`src/rtl/can_rx_pkg.sv`:
```
// ----------------------------------------------------------------------------
// can_rx_pkg
// Shared types and constants for the CAN receive message buffer:
//   - state_t : receive FSM states
//   - entry_t : one FIFO entry (frame fields, match index, 8 payload bytes)
//   - ID_W / KEY_W / MAX_BYTES : identifier, filter key and payload sizes
// ----------------------------------------------------------------------------
package can_rx_pkg;

  localparam int unsigned ID_W      = 29;
  localparam int unsigned KEY_W     = 31;  // {EXT, RTR, ID}
  localparam int unsigned MAX_BYTES = 8;
  // Widest match index: NUM_FILTERS is at most 32, so indices 0..32 fit in 6 bits
  localparam int unsigned FMI_MAX_W = 6;

  typedef enum logic [2:0] {
    ST_IDLE,
    ST_SCAN,
    ST_HOLD,
    ST_PEND,
    ST_COMMIT
  } state_t;

  typedef struct packed {
    logic [ID_W-1:0]           id;
    logic                      rtr;
    logic                      ext;
    logic [3:0]                pkt_size;
    logic [FMI_MAX_W-1:0]      fmi;
    logic [MAX_BYTES-1:0][7:0] data;  // byte k at data[k]
  } entry_t;

endpackage

```
`src/rtl/can_rx_filter_match.sv`:
```
// ----------------------------------------------------------------------------
// can_rx_filter_match
// Compares one candidate key against one filter/mask pair.
// Ports:
//   i_en       filter enable
//   i_key      candidate key {EXT, RTR, ID}
//   i_filter   filter value, same layout as the key
//   i_mask     1 = bit must match, 0 = don't care
//   o_match_c  combinational match result
// ----------------------------------------------------------------------------
module can_rx_filter_match
  import can_rx_pkg::*;
(
  input  logic             i_en,
  input  logic [KEY_W-1:0] i_key,
  input  logic [KEY_W-1:0] i_filter,
  input  logic [KEY_W-1:0] i_mask,
  output logic             o_match_c
);

  assign o_match_c = i_en && (((i_key ^ i_filter) & i_mask) == '0);

endmodule

```
`src/rtl/can_rx_msgbuf.sv`:
```
// ----------------------------------------------------------------------------
// can_rx_msgbuf
// Receive message buffer: stages one frame from the receive control unit,
// runs acceptance filtering on it and pushes accepted frames into a
// first-word-fall-through FIFO drained by the register interface.
//
// Build option: CAN_RX_PARALLEL_FILTER_EN
//   defined   - all filters compared at once, priority encoder, 1-cycle scan
//   undefined - serial scan, one comparator stepped by a counter
//
// Ports:
//   clk, RST              clock, synchronous active-high reset
//   clear                 flush FIFO and clear overrun
//   new_ID/ID/RTR/EXT     start of frame and its identifier fields
//   data/data_index/load_data   payload byte write into staging
//   pkt_size              DLC of the current frame
//   pkt_done/pkt_abort    frame completed / frame discarded
//   enable_overrun        1 = overwrite oldest entry when full
//   mask_enable, filter_flat, mask_flat   filter bank, {EXT,RTR,ID} per slot
//   read_fifo             pop head entry
//   occupancy/full/empty/overrun          FIFO status (overrun sticky)
//   data_L/data_H/ID_out/pkt_size_out/RTR_out/EXT_out/fmi_out   head entry
//   fifo_read             one-cycle pulse after an accepted pop
// ----------------------------------------------------------------------------
module can_rx_msgbuf
  import can_rx_pkg::*;
#(
  parameter  int unsigned NUM_FILTERS = 20,
  parameter  int unsigned DEPTH       = 8,
  localparam int unsigned FMI_W       = $clog2(NUM_FILTERS + 1),
  localparam int unsigned OCC_W       = $clog2(DEPTH) + 1
) (
  input  logic                         clk,
  input  logic                         RST,
  input  logic                         clear,
  input  logic                         new_ID,
  input  logic [28:0]                  ID,
  input  logic                         RTR,
  input  logic                         EXT,
  input  logic [7:0]                   data,
  input  logic [3:0]                   data_index,
  input  logic                         load_data,
  input  logic [3:0]                   pkt_size,
  input  logic                         pkt_done,
  input  logic                         pkt_abort,
  input  logic                         enable_overrun,
  input  logic [NUM_FILTERS-1:0]       mask_enable,
  input  logic [KEY_W*NUM_FILTERS-1:0] filter_flat,
  input  logic [KEY_W*NUM_FILTERS-1:0] mask_flat,
  input  logic                         read_fifo,
  output logic [OCC_W-1:0]             occupancy,
  output logic                         full,
  output logic                         empty,
  output logic                         overrun,
  output logic [31:0]                  data_L,
  output logic [31:0]                  data_H,
  output logic [28:0]                  ID_out,
  output logic [3:0]                   pkt_size_out,
  output logic                         RTR_out,
  output logic                         EXT_out,
  output logic [FMI_W-1:0]             fmi_out,
  output logic                         fifo_read
);

  localparam int unsigned AW = $clog2(DEPTH);

  // ---------------------------------------------------------------- staging
  state_t                    r_state;
  logic [ID_W-1:0]           r_id;
  logic                      r_rtr;
  logic                      r_ext;
  logic [3:0]                r_size;
  logic [MAX_BYTES-1:0][7:0] r_data;
  logic                      r_accept;
  logic [FMI_W-1:0]          r_fmi;

  // Staging register: ID fields on new_ID, payload bytes on load_data
  always_ff @(posedge clk) begin
    if (RST) begin
      r_id   <= '0;
      r_rtr  <= 1'b0;
      r_ext  <= 1'b0;
      r_size <= '0;
      r_data <= '0;
    end else begin
      if (new_ID) begin
        r_id   <= ID;
        r_rtr  <= RTR;
        r_ext  <= EXT;
        r_size <= pkt_size;
        r_data <= '0;
      end else if (pkt_done && (r_state == ST_SCAN || r_state == ST_HOLD)) begin
        r_size <= pkt_size;
      end
      // Indices 8..15 are out of range and dropped
      if (load_data && !data_index[3]) begin
        r_data[data_index[2:0]] <= data;
      end
    end
  end

  // --------------------------------------------------------------- filtering
  logic [KEY_W-1:0] w_key;
  logic [KEY_W-1:0] w_filt [NUM_FILTERS];
  logic [KEY_W-1:0] w_mask [NUM_FILTERS];
  logic             w_hit;
  logic             w_last;
  logic [FMI_W-1:0] w_hit_idx;

  assign w_key = {r_ext, r_rtr, r_id};

  for (genvar i = 0; i < NUM_FILTERS; i++) begin : g_slice
    assign w_filt[i] = filter_flat[KEY_W*i +: KEY_W];
    assign w_mask[i] = mask_flat[KEY_W*i +: KEY_W];
  end

`ifdef CAN_RX_PARALLEL_FILTER_EN
  logic [NUM_FILTERS-1:0] w_match;

  for (genvar i = 0; i < NUM_FILTERS; i++) begin : g_match
    can_rx_filter_match u_match (
      .i_en      (mask_enable[i]),
      .i_key     (w_key),
      .i_filter  (w_filt[i]),
      .i_mask    (w_mask[i]),
      .o_match_c (w_match[i])
    );
  end

  // Lowest matching index wins: scan downward so the lowest one is kept
  always_comb begin
    w_hit     = |w_match;
    w_hit_idx = '0;
    for (int i = int'(NUM_FILTERS) - 1; i >= 0; i--) begin
      if (w_match[i]) w_hit_idx = FMI_W'(i);
    end
  end

  assign w_last = 1'b1;
`else
  localparam int unsigned IDX_W = (NUM_FILTERS > 1) ? $clog2(NUM_FILTERS) : 1;

  logic [IDX_W-1:0] r_idx;

  can_rx_filter_match u_match (
    .i_en      (mask_enable[r_idx]),
    .i_key     (w_key),
    .i_filter  (w_filt[r_idx]),
    .i_mask    (w_mask[r_idx]),
    .o_match_c (w_hit)
  );

  assign w_hit_idx = FMI_W'(r_idx);
  assign w_last    = (r_idx == IDX_W'(NUM_FILTERS - 1));

  // Scan counter: restarts on every new frame, steps while the scan runs
  always_ff @(posedge clk) begin
    if (RST || new_ID) begin
      r_idx <= '0;
    end else if ((r_state == ST_SCAN || r_state == ST_PEND) && !w_hit && !w_last) begin
      r_idx <= r_idx + IDX_W'(1);
    end
  end
`endif

  // --------------------------------------------------------------------- FSM
  // PEND means pkt_done already seen, so the scan end goes straight to COMMIT
  logic w_done_seen;
  assign w_done_seen = pkt_done || (r_state == ST_PEND);

  always_ff @(posedge clk) begin
    if (RST) begin
      r_state  <= ST_IDLE;
      r_accept <= 1'b0;
      r_fmi    <= '0;
    end else if (new_ID) begin
      r_state  <= ST_SCAN;
      r_accept <= 1'b0;
      r_fmi    <= '0;
    end else if (pkt_abort && r_state != ST_COMMIT) begin
      r_state  <= ST_IDLE;
      r_accept <= 1'b0;
    end else begin
      case (r_state)
        ST_SCAN, ST_PEND: begin
          if (w_hit || w_last) begin
            // No enabled filter at all means accept-all with a distinct index
            r_accept <= w_hit || (mask_enable == '0);
            r_fmi    <= w_hit ? w_hit_idx : FMI_W'(NUM_FILTERS);
            r_state  <= w_done_seen ? ST_COMMIT : ST_HOLD;
          end else begin
            r_state  <= w_done_seen ? ST_PEND : ST_SCAN;
          end
        end
        ST_HOLD: begin
          if (pkt_done) r_state <= ST_COMMIT;
        end
        ST_COMMIT: begin
          r_state <= ST_IDLE;
        end
        default: begin
          r_state <= ST_IDLE;
        end
      endcase
    end
  end

  // -------------------------------------------------------------------- FIFO
  entry_t           r_mem [DEPTH];
  entry_t           r_head;
  entry_t           w_entry;
  entry_t           w_head_nxt;
  logic [AW-1:0]    r_wr_ptr;
  logic [AW-1:0]    r_rd_ptr;
  logic [OCC_W-1:0] r_count;
  logic             r_full;
  logic             r_empty;
  logic             r_overrun;
  logic             r_fifo_read;

  logic             w_push;
  logic             w_pop;
  logic             w_is_full;
  logic             w_wen;
  logic             w_ovr_nxt;
  logic [AW-1:0]    w_wr_nxt;
  logic [AW-1:0]    w_rd_nxt;
  logic [OCC_W-1:0] w_cnt_nxt;

  always_comb begin
    w_entry          = '0;
    w_entry.id       = r_id;
    w_entry.rtr      = r_rtr;
    w_entry.ext      = r_ext;
    w_entry.pkt_size = r_size;
    w_entry.fmi      = FMI_MAX_W'(r_fmi);
    w_entry.data     = r_data;
  end

  // A same-cycle new_ID or clear drops the frame being committed
  assign w_push    = (r_state == ST_COMMIT) && r_accept && !new_ID && !clear;
  assign w_pop     = read_fifo && (r_count != '0) && !clear;
  assign w_is_full = (r_count == OCC_W'(DEPTH));

  // Next pointers/count; full + push without pop either evicts or drops
  always_comb begin
    w_wen     = 1'b0;
    w_ovr_nxt = r_overrun;
    w_wr_nxt  = r_wr_ptr;
    w_rd_nxt  = r_rd_ptr;
    w_cnt_nxt = r_count;
    if (w_push) begin
      if (!w_is_full || w_pop) begin
        w_wen    = 1'b1;
        w_wr_nxt = r_wr_ptr + AW'(1);
        if (!w_pop) w_cnt_nxt = r_count + OCC_W'(1);
      end else if (enable_overrun) begin
        w_wen     = 1'b1;
        w_wr_nxt  = r_wr_ptr + AW'(1);
        w_rd_nxt  = r_rd_ptr + AW'(1);
        w_ovr_nxt = 1'b1;
      end else begin
        w_ovr_nxt = 1'b1;
      end
    end
    if (w_pop) begin
      w_rd_nxt = r_rd_ptr + AW'(1);
      if (!w_wen) w_cnt_nxt = r_count - OCC_W'(1);
    end
    if (clear) begin
      w_wr_nxt  = '0;
      w_rd_nxt  = '0;
      w_cnt_nxt = '0;
      w_ovr_nxt = 1'b0;
    end
  end

  // Next head: bypass the entry being written when it lands in the head slot
  always_comb begin
    if (w_cnt_nxt == '0) begin
      w_head_nxt = '0;
    end else if (w_wen && (r_wr_ptr == w_rd_nxt)) begin
      w_head_nxt = w_entry;
    end else begin
      w_head_nxt = r_mem[w_rd_nxt];
    end
  end

  // Entry storage, no reset needed: only read when occupancy says valid
  always_ff @(posedge clk) begin
    if (w_wen) r_mem[r_wr_ptr] <= w_entry;
  end

  // FIFO state and registered head/status
  always_ff @(posedge clk) begin
    if (RST) begin
      r_wr_ptr    <= '0;
      r_rd_ptr    <= '0;
      r_count     <= '0;
      r_full      <= 1'b0;
      r_empty     <= 1'b1;
      r_overrun   <= 1'b0;
      r_fifo_read <= 1'b0;
      r_head      <= '0;
    end else begin
      r_wr_ptr    <= w_wr_nxt;
      r_rd_ptr    <= w_rd_nxt;
      r_count     <= w_cnt_nxt;
      r_full      <= (w_cnt_nxt == OCC_W'(DEPTH));
      r_empty     <= (w_cnt_nxt == '0);
      r_overrun   <= w_ovr_nxt;
      r_fifo_read <= w_pop;
      r_head      <= w_head_nxt;
    end
  end

  assign occupancy    = r_count;
  assign full         = r_full;
  assign empty        = r_empty;
  assign overrun      = r_overrun;
  assign fifo_read    = r_fifo_read;
  assign data_L       = r_head.data[3:0];
  assign data_H       = r_head.data[7:4];
  assign ID_out       = r_head.id;
  assign pkt_size_out = r_head.pkt_size;
  assign RTR_out      = r_head.rtr;
  assign EXT_out      = r_head.ext;
  assign fmi_out      = FMI_W'(r_head.fmi);

endmodule

```
`config.mk`:
```
export PLATFORM = sky130hd
export DESIGN_NAME = can_rx_msgbuf
export DESIGN_NICKNAME = d
export VERILOG_FILES = /design/src/rtl/can_rx_pkg.sv /design/src/rtl/can_rx_filter_match.sv /design/src/rtl/can_rx_msgbuf.sv
export SDC_FILE = /design/constraint.sdc
export NUM_CORES = 2
export LEC_CHECK = 0
export CAP_MARGIN = 20
export CORE_AREA = 10 10 549 551
export CTS_BUF_LIST = sky130_fd_sc_hd__clkbuf_2
export DETAILED_ROUTE_END_ITERATION = 8
export DIE_AREA = 0 0 559 561
export MAX_ROUTING_LAYER = met4
export PLACE_DENSITY_LB_ADDON = 0.15
export SKIP_CTS_REPAIR_TIMING = 1
export SLEW_MARGIN = 0
export SYNTH_ARGS = -nofsm -noshare
export SYNTH_HDL_FRONTEND = slang
export SYNTH_HIERARCHICAL = 1
export SYNTH_SLANG_ARGS = --single-unit
```
`constraint.sdc`:
```
create_clock -name clk -period 11.7 [get_ports clk]
set_clock_uncertainty 0.05 [all_clocks]
set_input_delay 3.51 -clock clk [delete_from_list [all_inputs] [get_ports clk]]
set_output_delay 3.51 -clock clk [all_outputs]
set_load 0.005 [all_outputs]
```
; Word-level counts from Yosys, hierarchy flattened
; Memories as Yosys holds them, arrays and structs flattened. A register that Yosys moved wholly into a read port is not among the register bits.
; Cells that the tools add are included.
[word_totals]
ff_bits = 127
mem_bits_rw = 832
word_cells = 131
memories = 1
[classes]
n_addsub = 5
magnitude_cmp = 4
n_eq_ne = 10
muxes = 42
bitwise = 5
reduce_logical = 40
[mem_list]
columns = name, depth, word_bits, read_ports, rd_clocked_by_memory_dff, wr, line
row1 = r_mem, 8, 104, 1, 1, 1, can_rx_msgbuf.sv:209  ; entry_t r_mem [DEPTH];
[op_table]
columns = op, n
row1 = binary-select mux 31 bit (select 5 bit), 2
row2 = two-way mux 64 bit, 3
row3 = two-way mux 31 bit, 4
row4 = bitwise mux 64 bit, 1
row5 = two-way mux 4 bit, 8
row6 = bitwise AND 31 bit, 1
row7 = logical NOT 31 bit, 1
row8 = bitwise XOR 31 bit, 1
row9 = two-way mux 3 bit, 10
row10 = demux 8 bit (select 3 bit), 1
row11 = logical NOT 20 bit, 1
row12 = logical AND 1 bit, 12
row13 = equality test 4 bit (second input constant), 2
row14 = two-way mux 1 bit, 8
row15 = two-way mux 8 bit, 1
row16 = OR reduction 2 bit, 4
row17 = logical OR 1 bit, 7
row18 = adder 3 x 1 -> 3 bit (second input constant), 2
row19 = equality test 3 x 2 -> 1 bit (second input constant), 2
row20 = greater-or-equal comparator 6 bit (second input constant), 1
row21 = logical NOT 1 bit, 6
row22 = < comparator 5 x 6 -> 1 bit (second input constant), 1
row23 = NOT 5 -> 6 bit, 1
row24 = case mux 3 bit (2 select lines), 1
row25 = 21 further kinds, 25

; Depth between registers and ports, before layout
[logic_depth]
depth_word = 13
mapped_depth = 16
ltp_nobuf = 13

; Modules after synthesis
; The synthesis kept the hierarchy.
[by_module_without_submodules]
columns = module, instances, cells_per_inst, area_per_inst_um2
row1 = can_rx_msgbuf, 1, 3177, 50135.6
row2 = can_rx_filter_match, 1, 51, 442.9

; Worst setup path after synthesis
; No wires, ideal clock.
[synth_timing]
kind = input to register
startpoint = in new_ID
endpoint = mem r_mem[0][0] (netlist name), enable pin
setup_ps = 694
arrival_time_ps = 11551
path_slack_ps = -595
path_stages = 7
path_buffers = 2
cell_sequence = clkbuf_1 -> nor3b_2 -> nand2_1 -> buf_4 -> a21oi_2 -> nand2b_1 -> nor3_1
[synth_between]
elab_chain_len = 6
[synth_rtl]
columns = item, line
row1 = start: declaration, can_rx_msgbuf.sv:36  ; input logic new_ID,
row2 = logical NOT 1 bit, can_rx_msgbuf.sv:241  ; assign w_push = (r_state == ST_COMMIT) && r_accept && !new_ID && !clear;
row3 = logical AND 1 bit (2 in a row), can_rx_msgbuf.sv:241
row4 = two-way mux 1 bit, can_rx_msgbuf.sv:252  ; if (w_push) begin
row5 = two-way mux 1 bit, can_rx_msgbuf.sv:291  ; if (w_wen) r_mem[r_wr_ptr] <= w_entry;
row6 = two-way mux 1 bit (implied by the code), can_rx_msgbuf.sv:291
row7 = end: declaration, can_rx_msgbuf.sv:209
; Every way passes these cells.

; Final worst setup path
[layout_timing]
startpoint = in clear
endpoint = reg r_head (netlist bit ID_out[18])
[layout_between]
elab_chain_len = 10
[layout_rtl]
columns = item, line
row1 = start: declaration, can_rx_msgbuf.sv:35  ; input logic clear,
row2 = logical NOT 1 bit, "can_rx_msgbuf.sv:241, can_rx_msgbuf.sv:242"
row3 = logical AND 1 bit, can_rx_msgbuf.sv:242  ; assign w_pop = read_fifo && (r_count != '0) && !clear;
row4 = two-way mux 4 bit or logical OR 1 bit (tied branches), "can_rx_msgbuf.sv:256, can_rx_msgbuf.sv:253"
row5 = two-way mux 4 bit or two-way mux 1 bit (tied branches), can_rx_msgbuf.sv:253  ; if (!w_is_full || w_pop) begin
row6 = two-way mux 4 bit or two-way mux 1 bit (tied branches), can_rx_msgbuf.sv:252
row7 = two-way mux 4 bit, can_rx_msgbuf.sv:268  ; if (!w_wen) w_cnt_nxt = r_count - OCC_W'(1);
row8 = two-way mux 4 bit, can_rx_msgbuf.sv:266  ; if (w_pop) begin
row9 = two-way mux 4 bit, can_rx_msgbuf.sv:270  ; if (clear) begin
row10 = logical NOT 4 bit, can_rx_msgbuf.sv:280  ; if (w_cnt_nxt == '0) begin
row11 = OR reduction 2 bit (no line), n/a
row12 = end signal: assignment, can_rx_msgbuf.sv:313  ; r_head <= w_head_nxt;
row13 = end: declaration, can_rx_msgbuf.sv:210  ; entry_t r_head;
; Several ways; a longest one is shown, not always the timed one.
; A chain may end at the register's enable or synchronous reset.

==> metrics.txt <==
# IOs 1428; Hold WC Path Type reg2reg; largest net degree at the start of global routing ~110; FFs w/ async S/R, synth 0%; standard-cell row count roughly 200; Seq/Total Area, Yosys ~59%; clock power share approximately 36%; Worst Setup SP clear; first-pass GRT wire length 460 mm; CP Cell Sequence clkdlybuf4s50_1 > nor3b_2 > nand2_1 > o21a_4 > mux2i_4 > buf_12 > buf_12 > mux2i_1 > o22ai_1 > nor3_2 > nor3_2; final setup fails 0; fin crit share between 50% and 60%; H-tree levels 5; CP max FO 111; post-synth cell types 57; total design power between 0.007 and 0.008 W; Final Non-Filler Cells 9073; Vias roughly 40000; Slew Viols, Final 0; die height 561 um; crit path DAT around 8.1 ns; Layout Utilization around 25%; number of port buffers approximately 1400; insertion delay to the later sink of the worst-skew pair approximately 1.7 ns; Initial DRC Count about 3900; Max-Cap Viols 0; area leader, netlist edfxtp_1; P_sw 0.00212 W; CTS Buf Count approximately 310; RR Startpoint r_idx[0]; Avg WL per Cell about 40 um; syn_nets between 4000 and 5000; Syn Inst Count 3228; worst r2r path cells 15; die span in x roughly 560 um; Syn Std Cell Area between 50000 and 60000 um^2; Simple-Gate Fraction of Synth Area between 6 and 7%; flops & latches, synth approximately 1100; peak supply drop ~0.099 mV; syn_area_per_cell 15.7 um^2; Setup crit end kind flop; slew of the pin with the lowest slew margin between 1 and 1.5 ns; DRC 0; capture point of the worst reg-to-reg path r_idx[3]; antenna violations before repair between 300 and 400; status finished clean; drt total wl 371 mm; number of global-route vias before repair ~40000; reg-to-reg setup timing slack 5.40 ns; Synth Area in Adders less than 1%; pwr/cell area roughly 110 nW/um^2; family with the most delay on the worst path buffers and inverters; crit path time final around 6.7 ns; DR pass1 iterations 5; Clock Sinks 1063; Switching Fraction 27.0%; top cells by area in the synthesized netlist edfxtp_1 (49%), mux4_2 (17%), dfxtp_1 (9.1%); Placed Cells roughly 8400; slew margin rel. 18.0%; number of hold violations in the final report 0; CP Buf/Inv Count 3; Worst Setup EP ID_out[18]; CP peak stage delay roughly 0.78 ns; layout cell share with drive strength beyond 1 about 22%; CP startpoint kind input port; largest family of logic cells by synthesized area multiplexers; Worst Setup Path Type in2reg; cell count along the critical path 11; unrepaired setup endpoints after global routing no; GRT overflow 0; dominant synthesized flop cell edfxtp_1; xor and xnor area share after synthesis 0.745%; Pint 0.00573 W; register share of total power between 50% and 60%; FMAX 149 MHz; Synth top cells by count edfxtp_1 (832), mux2i_1 (456), mux4_2 (378), dfxtp_1 (231), nor2_1 (214); area share of the largest cell type after synthesis about half; fraction of synthesized area in multiplexers between 20% and 30%; nets about 6000; post-synthesis compound-gate area fraction between 5 and 6%; clock-pin slew on the worst setup and hold paths approximately 0.09 ns; Global Route Usage Sum a little under a quarter; post-route ant nets 0; routed vias/inst about 4.4; Final TNS setup 0 ns; Leakage about 25 nW; TritonCTS clock tree yes; dominant cell by count in the synthesized netlist edfxtp_1; setup slack after layout around 5.0 ns; dpl ws between 3 and 4 ns; gpl congestion 0.927; Crit-path slowest cell clkdlybuf4s50_1; Comb power frac approximately an eighth; Synth warnings 6; EDFF count, synth ~830; die area roughly 310000 um^2; hpwl dp 296 mm; area grow syn2layout 43.4%; Max Buffers Root-to-Sink 4; Worst Hold Depth 0; Initial Util between 15 and 20%; core box area around 290000 um^2; Root Driver clkbuf_2; CP required roughly 13 ns
registers in the layout, summed over array words and instances (netlist names), 3 cells and up:
register and flops:
r_rd_ptr 3, r_state 3, r_idx 5, pkt_size_out 4
r_id 29, fmi_out 5, ID_out 29, r_size 4
r_wr_ptr 3, data_H 32, r_fmi 5, occupancy 4
r_mem 832, r_data 64, data_L 32
layout make-up:
cell class	count	area (um^2)
well taps	3900	4880
inverters	11	43.8
clock buffers	475	2380
diodes	166	415
clock inverters	74	352
multi-input cells	1880	19800
fillers	30300	218000
repair buffers	1504	15100
flip-flops and latches	1063	29600
worst reg2reg max path, delay by kind of cell, from the launching register on:
family	cells	cell delay [ns]
muxes	2	1.16
and+or+nand+nor	5	1.27
xor gates and xnor gates	2	0.86
DFF	1	0.67
AOI/OAI and AO/OA	4	0.78
buffers and inverters	2	1.44
power groups by stage:
stage | combinational, W | clock [W] | sequential [W]
finish | 0.000992 | 0.00279 | 0.00407
detailed placement | 0.00101 | 0 | 0.00416
CTS | 0.00101 | 0.00290 | 0.00408
floorplan | 0.000258 | 0 | 0.00414
global placement | 0.00100 | 0 | 0.00416
global route | 0.00102 | 0.00312 | 0.00408
routing by layer:
metal  track usage [%]  wire, um
met5                 -         0
met4              6.89     10200
met3              7.28     30800
met2              39.9    189000
met1              26.0    141000
how the worst min path moves through the flow:
| stage | from | end | slack, ns |
|---|---|---|---|
| after CTS | r_data[27] | r_mem[6][27] | 0.43 |
| final | r_data[27] | r_mem[7][27] | 0.46 |
| after global routing | r_data[27] | r_mem[6][27] | 0.45 |
| after floorplan | overrun | overrun | 0.41 |
| after global placement | r_wr_ptr[0] | r_wr_ptr[0] | 0.44 |
| after detailed placement | overrun | overrun | 0.45 |
per-stage QoR:
stage | area (um^2) | hold WS [ns]
after CTS | 72100 | 0.428
final | 72600 | 0.463
after global routing | 72500 | 0.454
after global placement | 69400 | 0.443
after detailed placement | 69400 | 0.449
after floorplan | 50600 | 0.410
cell families after synthesis:
kind of cell,after synthesis
AO/OA/AOI/OAI,386
XOR/XNOR,43
adder cells (fa/ha/maj),7
buffers and inverters,285
flip-flops,1063
multiplexers,835
AND/OR/NAND/NOR,609
layout by cell type (no fill, tap or decap), types with 4 or more instances in the layout:
cell | Yosys | routed
nor3b_1 | 47 | 44
nor3_2 | 101 | 102
nor2_1 | 214 | 207
clkinv_1 | 0 | 52
a22o_1 | 69 | 69
nor3b_2 | 3 | 6
o22ai_1 | 208 | 208
inv_1 | 11 | 10
nor2b_1 | 5 | 4
clkdlybuf4s50_1 | 0 | 1425
buf_4 | 30 | 61
nand3_1 | 11 | 11
dfxtp_4 | 0 | 4
edfxtp_1 | 832 | 832
nand3b_1 | 28 | 28
xor2_1 | 35 | 35
buf_12 | 0 | 17
nor4_1 | 8 | 8
clkinv_2 | 0 | 17
nand2b_1 | 5 | 5
nor2_4 | 0 | 6
mux4_2 | 378 | 378
nand4_1 | 6 | 6
ha_1 | 7 | 7
clkbuf_2 | 8 | 475
nand2_1 | 42 | 42
xnor2_1 | 8 | 8
dfxtp_1 | 231 | 227
nor3_1 | 123 | 119
o21ai_0 | 4 | 4
a21oi_1 | 75 | 75
a221oi_1 | 4 | 4
diode_2 | 0 | 166
mux2i_1 | 456 | 456
Note: power is estimated with default switching activity, not from simulation.
